File: config.mk
export PLATFORM = sky130hd
export DESIGN_NAME = umai_aib_link_fifo
export DESIGN_NICKNAME = d
export VERILOG_FILES = /design/src/rtl/umai_aib_pkg.sv /design/src/rtl/umai_aib_chn_buf.sv /design/src/rtl/umai_aib_link_fifo.sv
export SDC_FILE = /design/constraint.sdc
export NUM_CORES = 2
export LEC_CHECK = 0
export CAP_MARGIN = 10
export CORE_MARGIN = 3
export CORE_UTILIZATION = 60
export CTS_CLUSTER_DIAMETER = 30
export DETAILED_ROUTE_END_ITERATION = 7
export PLACE_DENSITY = 0.8
export SETUP_SLACK_MARGIN = 0.05
export SYNTH_ARGS = -nofsm -noshare
export SYNTH_HDL_FRONTEND = slang
export SYNTH_HIERARCHICAL = 1
export SYNTH_SLANG_ARGS = --single-unit
File: constraint.sdc
create_clock -name i_clk -period 13.1 [get_ports i_clk]
set_input_delay 2.62 -clock i_clk [delete_from_list [all_inputs] [get_ports i_clk]]
set_output_delay 2.62 -clock i_clk [all_outputs]
set_load 0.01 [all_outputs]
File: src/rtl/umai_aib_pkg.sv
// rtl/umai_aib_pkg.sv - shared widths and flit type for the AIB link model
package umai_aib_pkg;

  localparam int AibDataWidth   = 72;
  localparam int AibNumChannels = 6;

  typedef logic [AibDataWidth-1:0] aib_flit_t;

endpackage

File: src/rtl/umai_aib_chn_buf.sv
// rtl/umai_aib_chn_buf.sv - one AIB channel: credits, flight pipeline, receive FIFO, optional HWM (UMAI_AIB_LINK_HWM_EN)
module umai_aib_chn_buf
  import umai_aib_pkg::*;
#(
  parameter int DataWidth = AibDataWidth,
  parameter int Depth     = 8,
  parameter int Latency   = 2
) (
  input  logic                 clk,
  input  logic                 rst,
  input  logic                 link_en,
  input  logic                 tx_valid,
  output logic                 tx_ready,
  input  logic [DataWidth-1:0] tx_data,
  output logic                 rx_valid,
  input  logic                 rx_ready,
  output logic [DataWidth-1:0] rx_data
`ifdef UMAI_AIB_LINK_HWM_EN
  ,
  output logic [$clog2(Depth):0] hwm
`endif
);

  localparam int IdxW = $clog2(Depth);
  localparam int CntW = IdxW + 1;
  localparam logic [CntW-1:0] DepthCnt = CntW'(Depth);
  localparam logic [CntW-1:0] One      = CntW'(1);

  logic [CntW-1:0]      cred;
  logic                 accept;
  logic                 pop;
  logic                 wr_en;
  logic [DataWidth-1:0] wr_data;
  logic [CntW-1:0]      wptr;
  logic [CntW-1:0]      rptr;
  logic                 empty;
  logic                 full;
  logic [DataWidth-1:0] mem [Depth];

  // A credit stands for one free slot anywhere downstream (pipeline or FIFO),
  // so an accepted flit can always travel to the FIFO without stalling.
  assign tx_ready = link_en && (cred != '0) && !rst;
  assign accept   = tx_valid && tx_ready;
  assign pop      = rx_valid && rx_ready;

  // Credit counter: spend on accept, refund on pop, hold when both or neither
  always_ff @(posedge clk or posedge rst) begin
    if (rst) begin
      cred <= DepthCnt;
    end else if (accept && !pop) begin
      cred <= cred - One;
    end else if (pop && !accept) begin
      cred <= cred + One;
    end
  end

  if (Latency == 1) begin : g_direct
    assign wr_en   = accept;
    assign wr_data = tx_data;
  end else begin : g_pipe
    logic                 pv [Latency-1];
    logic [DataWidth-1:0] pd [Latency-1];

    // Flight valid bits shift unconditionally; reset drops anything in flight
    always_ff @(posedge clk or posedge rst) begin
      if (rst) begin
        for (int i = 0; i < Latency - 1; i++) pv[i] <= 1'b0;
      end else begin
        pv[0] <= accept;
        for (int i = 1; i < Latency - 1; i++) pv[i] <= pv[i-1];
      end
    end

    // Flight payload follows the valid bits; qualified by them so no reset needed
    always_ff @(posedge clk) begin
      pd[0] <= tx_data;
      for (int i = 1; i < Latency - 1; i++) pd[i] <= pd[i-1];
    end

    assign wr_en   = pv[Latency-2];
    assign wr_data = pd[Latency-2];
  end

  assign empty = (wptr == rptr);
  assign full  = (wptr[IdxW-1:0] == rptr[IdxW-1:0]) && (wptr[IdxW] != rptr[IdxW]);

  // FIFO pointers with wrap bit; full cannot occur under credit control but is still guarded
  always_ff @(posedge clk or posedge rst) begin
    if (rst) begin
      wptr <= '0;
      rptr <= '0;
    end else begin
      if (wr_en && !full) wptr <= wptr + One;
      if (pop) rptr <= rptr + One;
    end
  end

  // FIFO storage, intentionally left unreset
  always_ff @(posedge clk) begin
    if (wr_en && !full) mem[wptr[IdxW-1:0]] <= wr_data;
  end

  assign rx_valid = !empty;
  assign rx_data  = empty ? '0 : mem[rptr[IdxW-1:0]];

`ifdef UMAI_AIB_LINK_HWM_EN
  logic [CntW-1:0] occ;
  assign occ = DepthCnt - cred;

  // High-water mark of consumed credits; occ can never exceed Depth
  always_ff @(posedge clk or posedge rst) begin
    if (rst) begin
      hwm <= '0;
    end else if (occ > hwm) begin
      hwm <= occ;
    end
  end
`endif

endmodule

File: src/rtl/umai_aib_link_fifo.sv
// rtl/umai_aib_link_fifo.sv - multi-channel AIB link model with per-channel elastic buffer (o_hwm with UMAI_AIB_LINK_HWM_EN)
module umai_aib_link_fifo
  import umai_aib_pkg::*;
#(
  parameter int NumChannels = AibNumChannels,
  parameter int DataWidth   = AibDataWidth,
  parameter int Depth       = 8,
  parameter int Latency     = 2
) (
  input  logic                 i_clk,
  input  logic                 i_rst,
  input  logic                 i_link_en,
  input  logic                 i_tx_valid [NumChannels],
  output logic                 o_tx_ready [NumChannels],
  input  logic [DataWidth-1:0] i_tx_data  [NumChannels],
  output logic                 o_rx_valid [NumChannels],
  input  logic                 i_rx_ready [NumChannels],
  output logic [DataWidth-1:0] o_rx_data  [NumChannels]
`ifdef UMAI_AIB_LINK_HWM_EN
  ,
  output logic [$clog2(Depth):0] o_hwm [NumChannels]
`endif
);

  for (genvar c = 0; c < NumChannels; c++) begin : g_chn
    umai_aib_chn_buf #(
      .DataWidth (DataWidth),
      .Depth     (Depth),
      .Latency   (Latency)
    ) u_buf (
      .clk      (i_clk),
      .rst      (i_rst),
      .link_en  (i_link_en),
      .tx_valid (i_tx_valid[c]),
      .tx_ready (o_tx_ready[c]),
      .tx_data  (i_tx_data[c]),
      .rx_valid (o_rx_valid[c]),
      .rx_ready (i_rx_ready[c]),
      .rx_data  (o_rx_data[c])
`ifdef UMAI_AIB_LINK_HWM_EN
      ,
      .hwm      (o_hwm[c])
`endif
    );
  end

endmodule

==> Word-level counts from Yosys, hierarchy flattened <==
Memories as Yosys holds them, arrays and structs flattened.
Cells that the tools add are included.
{ "totals": {"ff_bits": 78, "inputBits": 447, "memories": 12, "mem_bits_rw": 3888, "output_inout_bits": 444} }
{ "op_classes": {"eq_ne": 18, "n_reduce_logical": 85, "mux": 30, "addsub": 24} }
{ "mem_list": {"columns": ["memory", "words", "word_bits", "read_ports", "rd_ports_with_merged_regs", "write_ports", "line_no", "rtl"], "rows": [
  ["g_chn[0].u_buf.mem", 8, 72, 1, 0, 1, "umai_aib_chn_buf.sv:38", "logic [DataWidth-1:0] mem [Depth];"],
  ["g_chn[1].u_buf.mem", 8, 72, 1, 0, 1, "umai_aib_chn_buf.sv:38", null],
  ["g_chn[2].u_buf.mem", 8, 72, 1, 0, 1, "umai_aib_chn_buf.sv:38", null],
  ["g_chn[3].u_buf.mem", 8, 72, 1, 0, 1, "umai_aib_chn_buf.sv:38", null],
  ["g_chn[4].u_buf.mem", 8, 72, 1, 0, 1, "umai_aib_chn_buf.sv:38", null],
  ["g_chn[5].u_buf.mem", 8, 72, 1, 0, 1, "umai_aib_chn_buf.sv:38", null],
  ["+6 memories", null, null, null, null, null, null, null]
]} }
{ "ops": {"columns": ["cell", "count"], "rows": [
  ["$mux W72", 6],
  ["$add A4 B1 Y4 const B", 18],
  ["$logic_and A1 B1 Y1", 48],
  ["$mux W4", 12],
  ["$logic_not A1 Y1", 25],
  ["$eq A4 B4 Y1", 6],
  ["$reduce_bool A4 Y1", 6],
  ["$sub A4 B1 Y4 const B", 6],
  ["$eq A3 B3 Y1", 6],
  ["$mux W1", 12],
  ["$reduce_bool A2 Y1", 6],
  ["$ne A1 B1 Y1", 6]
]} }

==> Logic depth before layout (Yosys ltp) <==
{ "depth": {"word_depth": 8, "depth_mapped": 12} }

==> Modules after synthesis <==
Netlist, hierarchy kept.
{ "modules_own_cells": {"columns": ["mod", "cells_each", "seq_area_each_um2", "area_per_inst_um2", "instances"], "rows": [
  ["umai_aib_chn_buf at g_chn[1].u_buf ...", 1070, 19064.5, 24144.4, 5],
  ["umai_aib_chn_buf at g_chn[0].u_buf", 1070, 19064.5, 24148.2, 1]
]} }

==> Worst setup path after synthesis <==
OpenSTA, ideal clock, no wires.
{ "synth_path": {"path_type": "register to register", "startpoint": "register g_chn[1].u_buf.wptr[0]", "endpoint": "memory g_chn[1].u_buf/mem[4][0] (netlist bit), enable pin", "stages_incl_launch_ff": 6, "required_time_ns": 12.495, "slack_ns": 6.230, "period_less_slack_ns": 6.870, "n_path_buf": 1, "setup_time_ns": 0.605, "arrival_ns": 6.264, "path_cell_list": "dfrtp_1 -> buf_6 -> xnor2_1 -> nand4_1 -> nand3b_1 -> nor3b_1"} }
{ "synth_via": {"elab_chain_len": 6} }
{ "synth_rtl": {"columns": ["item", "line_no", "rtl"], "rows": [
  ["from (decl)", "umai_aib_chn_buf.sv:34", "logic [CntW-1:0] wptr;"],
  ["from (signal assigned)", "umai_aib_chn_buf.sv:93", "if (wr_en && !full) wptr <= wptr + One;"],
  ["$eq A3 B3 Y1", "umai_aib_chn_buf.sv:85", "assign full = (wptr[IdxW-1:0] == rptr[IdxW-1:0]) && (wptr[IdxW] != rptr[IdxW]);"],
  ["$logic_and A1 B1 Y1", "umai_aib_chn_buf.sv:85", null],
  ["$logic_not A1 Y1", "umai_aib_chn_buf.sv:100", "if (wr_en && !full) mem[wptr[IdxW-1:0]] <= wr_data;"],
  ["$logic_and A1 B1 Y1", "umai_aib_chn_buf.sv:100", null],
  ["$mux W1", "umai_aib_chn_buf.sv:100", null],
  ["$mux W1 (not written as such)", "umai_aib_chn_buf.sv:100", null],
  ["to (decl)", "umai_aib_chn_buf.sv:38", null]
]} }
Several ways; a longest one is shown, not always the timed one.

==> run summary <==
Critical R2R Launch: g_chn[1].u_buf/rptr[1]$_DFFE_PP0P_
Syn Nets: 6903
Tot GR Track Use: 28.62%
Gpl congestion: 0.7598
Setup violations, final: 0
Type of origin of the critical path: register
VDD IR max: 0.2369 mV
Hold Startpoint: g_chn[1].u_buf/g_pipe.pd[0][64]$_DFF_P_
DIE HEIGHT: 497.4 um
Worst EP arrival: 5300 ps
Critical path capture point type: output port
Worst-Margin Slew: 1168 ps
First-pass GRT wire length: 521600 um
Die Area: 0.2474 mm2
Setup total negative slack: 0 ps
Synth warn: 6
R2R Setup Slk: 8110 ps
Pre-CTS setup slack: 5717 ps
PwrDens: 245.3 mW/mm2
CP max stage cell: buf_4
Routed len/inst: 30.84 um
Vias/cell: 6.260
Flops & latches, synth: 3966
I/O pin count: 891
Number of routed nets with antenna violations: 0
# resized after CTS: 0
TritonCTS Sinks: 3966
Root Buffer: clkbuf_16
Setup WS post-layout: 5176 ps
CP required: 10480 ps
Area occupied by multi-input gates: 0.02849 mm2
Post-Syn Area: 0.1449 mm2
DP Wirelength: 179300 um
Fillers: 11.85k
WHS Endpoint: g_chn[1].u_buf/mem[3][64]$_DFFE_PP_
Largest net degree at the start of global routing: 121
Clock latency on the worst-skew pair: 1000 ps
Inserted Clock Buffers: 617
Grt ovf: 0
Post-Synthesis Cells: 6420
DR vias: 71.94k
EDFF count, synth: 3456
H-tree levels: 6
# rows: 179
CTS tree: built
Antenna violations before repair: 87
DRT Wirelength: 354500 um
Register area: 0.1145 mm2
Setup CP Type: register to output port
Share of post-route cells with drive strength above 1: 25.79%
Fin crit period: 7924 ps
Status: complete, no violations
Hold Crit Class: register to register
Dominant synthesized flop cell: edfxtp_1
Starting Density: 60.62%
Final Slew Violations: 0
Hold Path Stages: 0
Max-Cap Viols: 0
Vias in the first global route: 75.90k
Initial drt markers: 7580
CP Cell Sequence: buf_4 -> buf_4 -> mux4_2 -> mux2i_1 -> nor2_1 -> clkdlybuf4s50_1
Final hold violations: 0
Nets@finish: 8220
Clk buf depth: 4
Drt pass-1 iters: 5
Yosys cell types: 42
Port Buffers: 890
Power consumption: 0.04366 W
R2R depth: 12
Ys async rst share: 1.967%
Max Freq: 0.1262 GHz
Leakage: 60.09 nW
Cell mode on critical path: buf_4
CP Max Fanout: 46
RSZ-0062 raised after global routing: false
Area Growth Syn to Fin: 22.86%
Fin crit share: 60.49%
Rel. slew slack: 21.95%
Clk_skew: 117.1 ps
Crit-path max cell delay: 830 ps
Synth Area per Inst: 22.57 um2
Hold buffers post-CTS: 0
Post-synthesis sequential area ratio: 78.96%
Reg2reg end: g_chn[1].u_buf/cred[3]$_DFFE_PP1P_
Post-layout util: 74.48%
Postcts setup bufs: 0
DIE WIDTH: 497.4 um
Core area: 0.2390 mm2
DRC violations left: 0
Worst-path clk slew: 60 ps
-- cells in the final DEF, fill, tap and decap left out, types with 57 or more instances in the layout --
cell type and instances:
clkdlybuf4s50_1 889, clkinvlp_4 67, mux2i_1 438, clkbuf_16 625, buf_4 115, bufinv_16 57, inv_6 78, diode_2 80
clkbuf_1 57, mux4_2 864, edfxtp_1 3456, nor2_1 443, dfxtp_1 432, clkinv_2 89
-- layer usage --
| metal | vias up | wire length, um | GRT usage, % |
|---|---|---|---|
| met5 | - | 336 | 0 |
| met4 | 50 | 15310 | 11.87 |
| met3 | 817 | 37360 | 8.108 |
| met2 | 4244 | 177000 | 46.24 |
| met1 | 37639 | 124400 | 37.04 |
| li1 | 29186 | - | - |
-- report_power, final --
| part | total [W] | internal (W) | switching (W) |
|---|---|---|---|
| clock network | 0.0163 | 0.0102 | 0.00610 |
| registers | 0.0154 | 0.0144 | 0.000963 |
| logic | 0.0120 | 0.00589 | 0.00611 |
| total | 0.0437 | 0.0305 | 0.0132 |
-- synthesized netlist by cell type (12+ instances only) --
master	count	area, um2
edfxtp_1	3456	103800
mux4_2	864	19460
nor2_1	463	1738
mux2i_1	438	4384
dfxtp_1	432	8648
buf_2	140	700.7
buf_6	107	1205
dfrtp_1	72	1802
clkbuf_1	58	217.7
xnor2_1	46	402.9
nand2_1	45	168.9
ha_1	30	375.4
inv_1	30	112.6
nand3_1	30	150.1
nor3_1	22	110.1
nand4_1	18	112.6
or4_1	12	90.09
xor2_1	12	105.1
-- stage by stage --
| stage | hold slack (ps) | instance area [um2] | cells |
|---|---|---|---|
| 3_5_place_dp | 514.5 | 156900 | 10285 |
| 4_1_cts | 505.2 | 177800 | 11412 |
| 3_3_place_gp | 496.1 | 156900 | 10285 |
| 6_report | 502.3 | 178000 | 11492 |
| 5_1_grt | 540.8 | 177900 | 11452 |
| 2_1_floorplan | 473.8 | 144900 | 6420 |
-- sequential cells by signal (all words and copies together) (netlist names) --
signal and flops:
g_chn.u_buf/mem 3456, g_chn.u_buf/rptr 24, g_chn.u_buf/g_pipe.pv 6, g_chn.u_buf/wptr 24, g_chn.u_buf/cred 24, g_chn.u_buf/g_pipe.pd 432
-- critical path: cells and delay by family (launching register included) --
family / cells / cell delay, ps
muxes: 2 / 1160
and+or+nand+nor: 1 / 150
DFF: 1 / 730
buffers and inverters: 3 / 2160
-- area by class of cell --
| class | instances | share of cell area, % |
|---|---|---|
| clock inverters | 419 | 2.632 |
| diodes | 80 | 0.1125 |
| repair buffers | 1009 | 5.532 |
| inverters | 36 | 0.07592 |
| flip-flops and latches | 3966 | 64.30 |
| clock buffers | 708 | 9.108 |
| well taps | 3167 | 2.226 |
| multi-input cells | 2107 | 16.01 |
-- cells by family after synthesis --
group	synth area share, %
AOI/OAI and AO/OA	0.1719
xor gates and xnor gates	0.3731
muxes	16.59
and+or+nand+nor	1.977
adders and majority gates	0.3420
buffers and inverters	1.587
DFF	78.96
-- worst max-delay path by stage --
| stage | startpoint | end | slack [ps] |
|---|---|---|---|
| 4_1_cts | g_chn[1].u_buf/rptr[0]$_DFFE_PP0P_ | o_rx_data[293] | 4850 |
| 3_3_place_gp | i_rst | o_tx_ready[3] | 5720 |
| 3_5_place_dp | i_rst | o_tx_ready[2] | 5720 |
| 2_1_floorplan | g_chn[1].u_buf/wptr[0]$_DFFE_PP0P_ | g_chn[1].u_buf/mem[4][0]$_DFFE_PP_ | 6230 |
| 6_report | g_chn[1].u_buf/rptr[0]$_DFFE_PP0P_ | o_rx_data[293] | 5180 |
| 5_1_grt | g_chn[1].u_buf/rptr[0]$_DFFE_PP0P_ | o_rx_data[298] | 4740 |
Note: power is estimated with default switching activity, not from simulation.
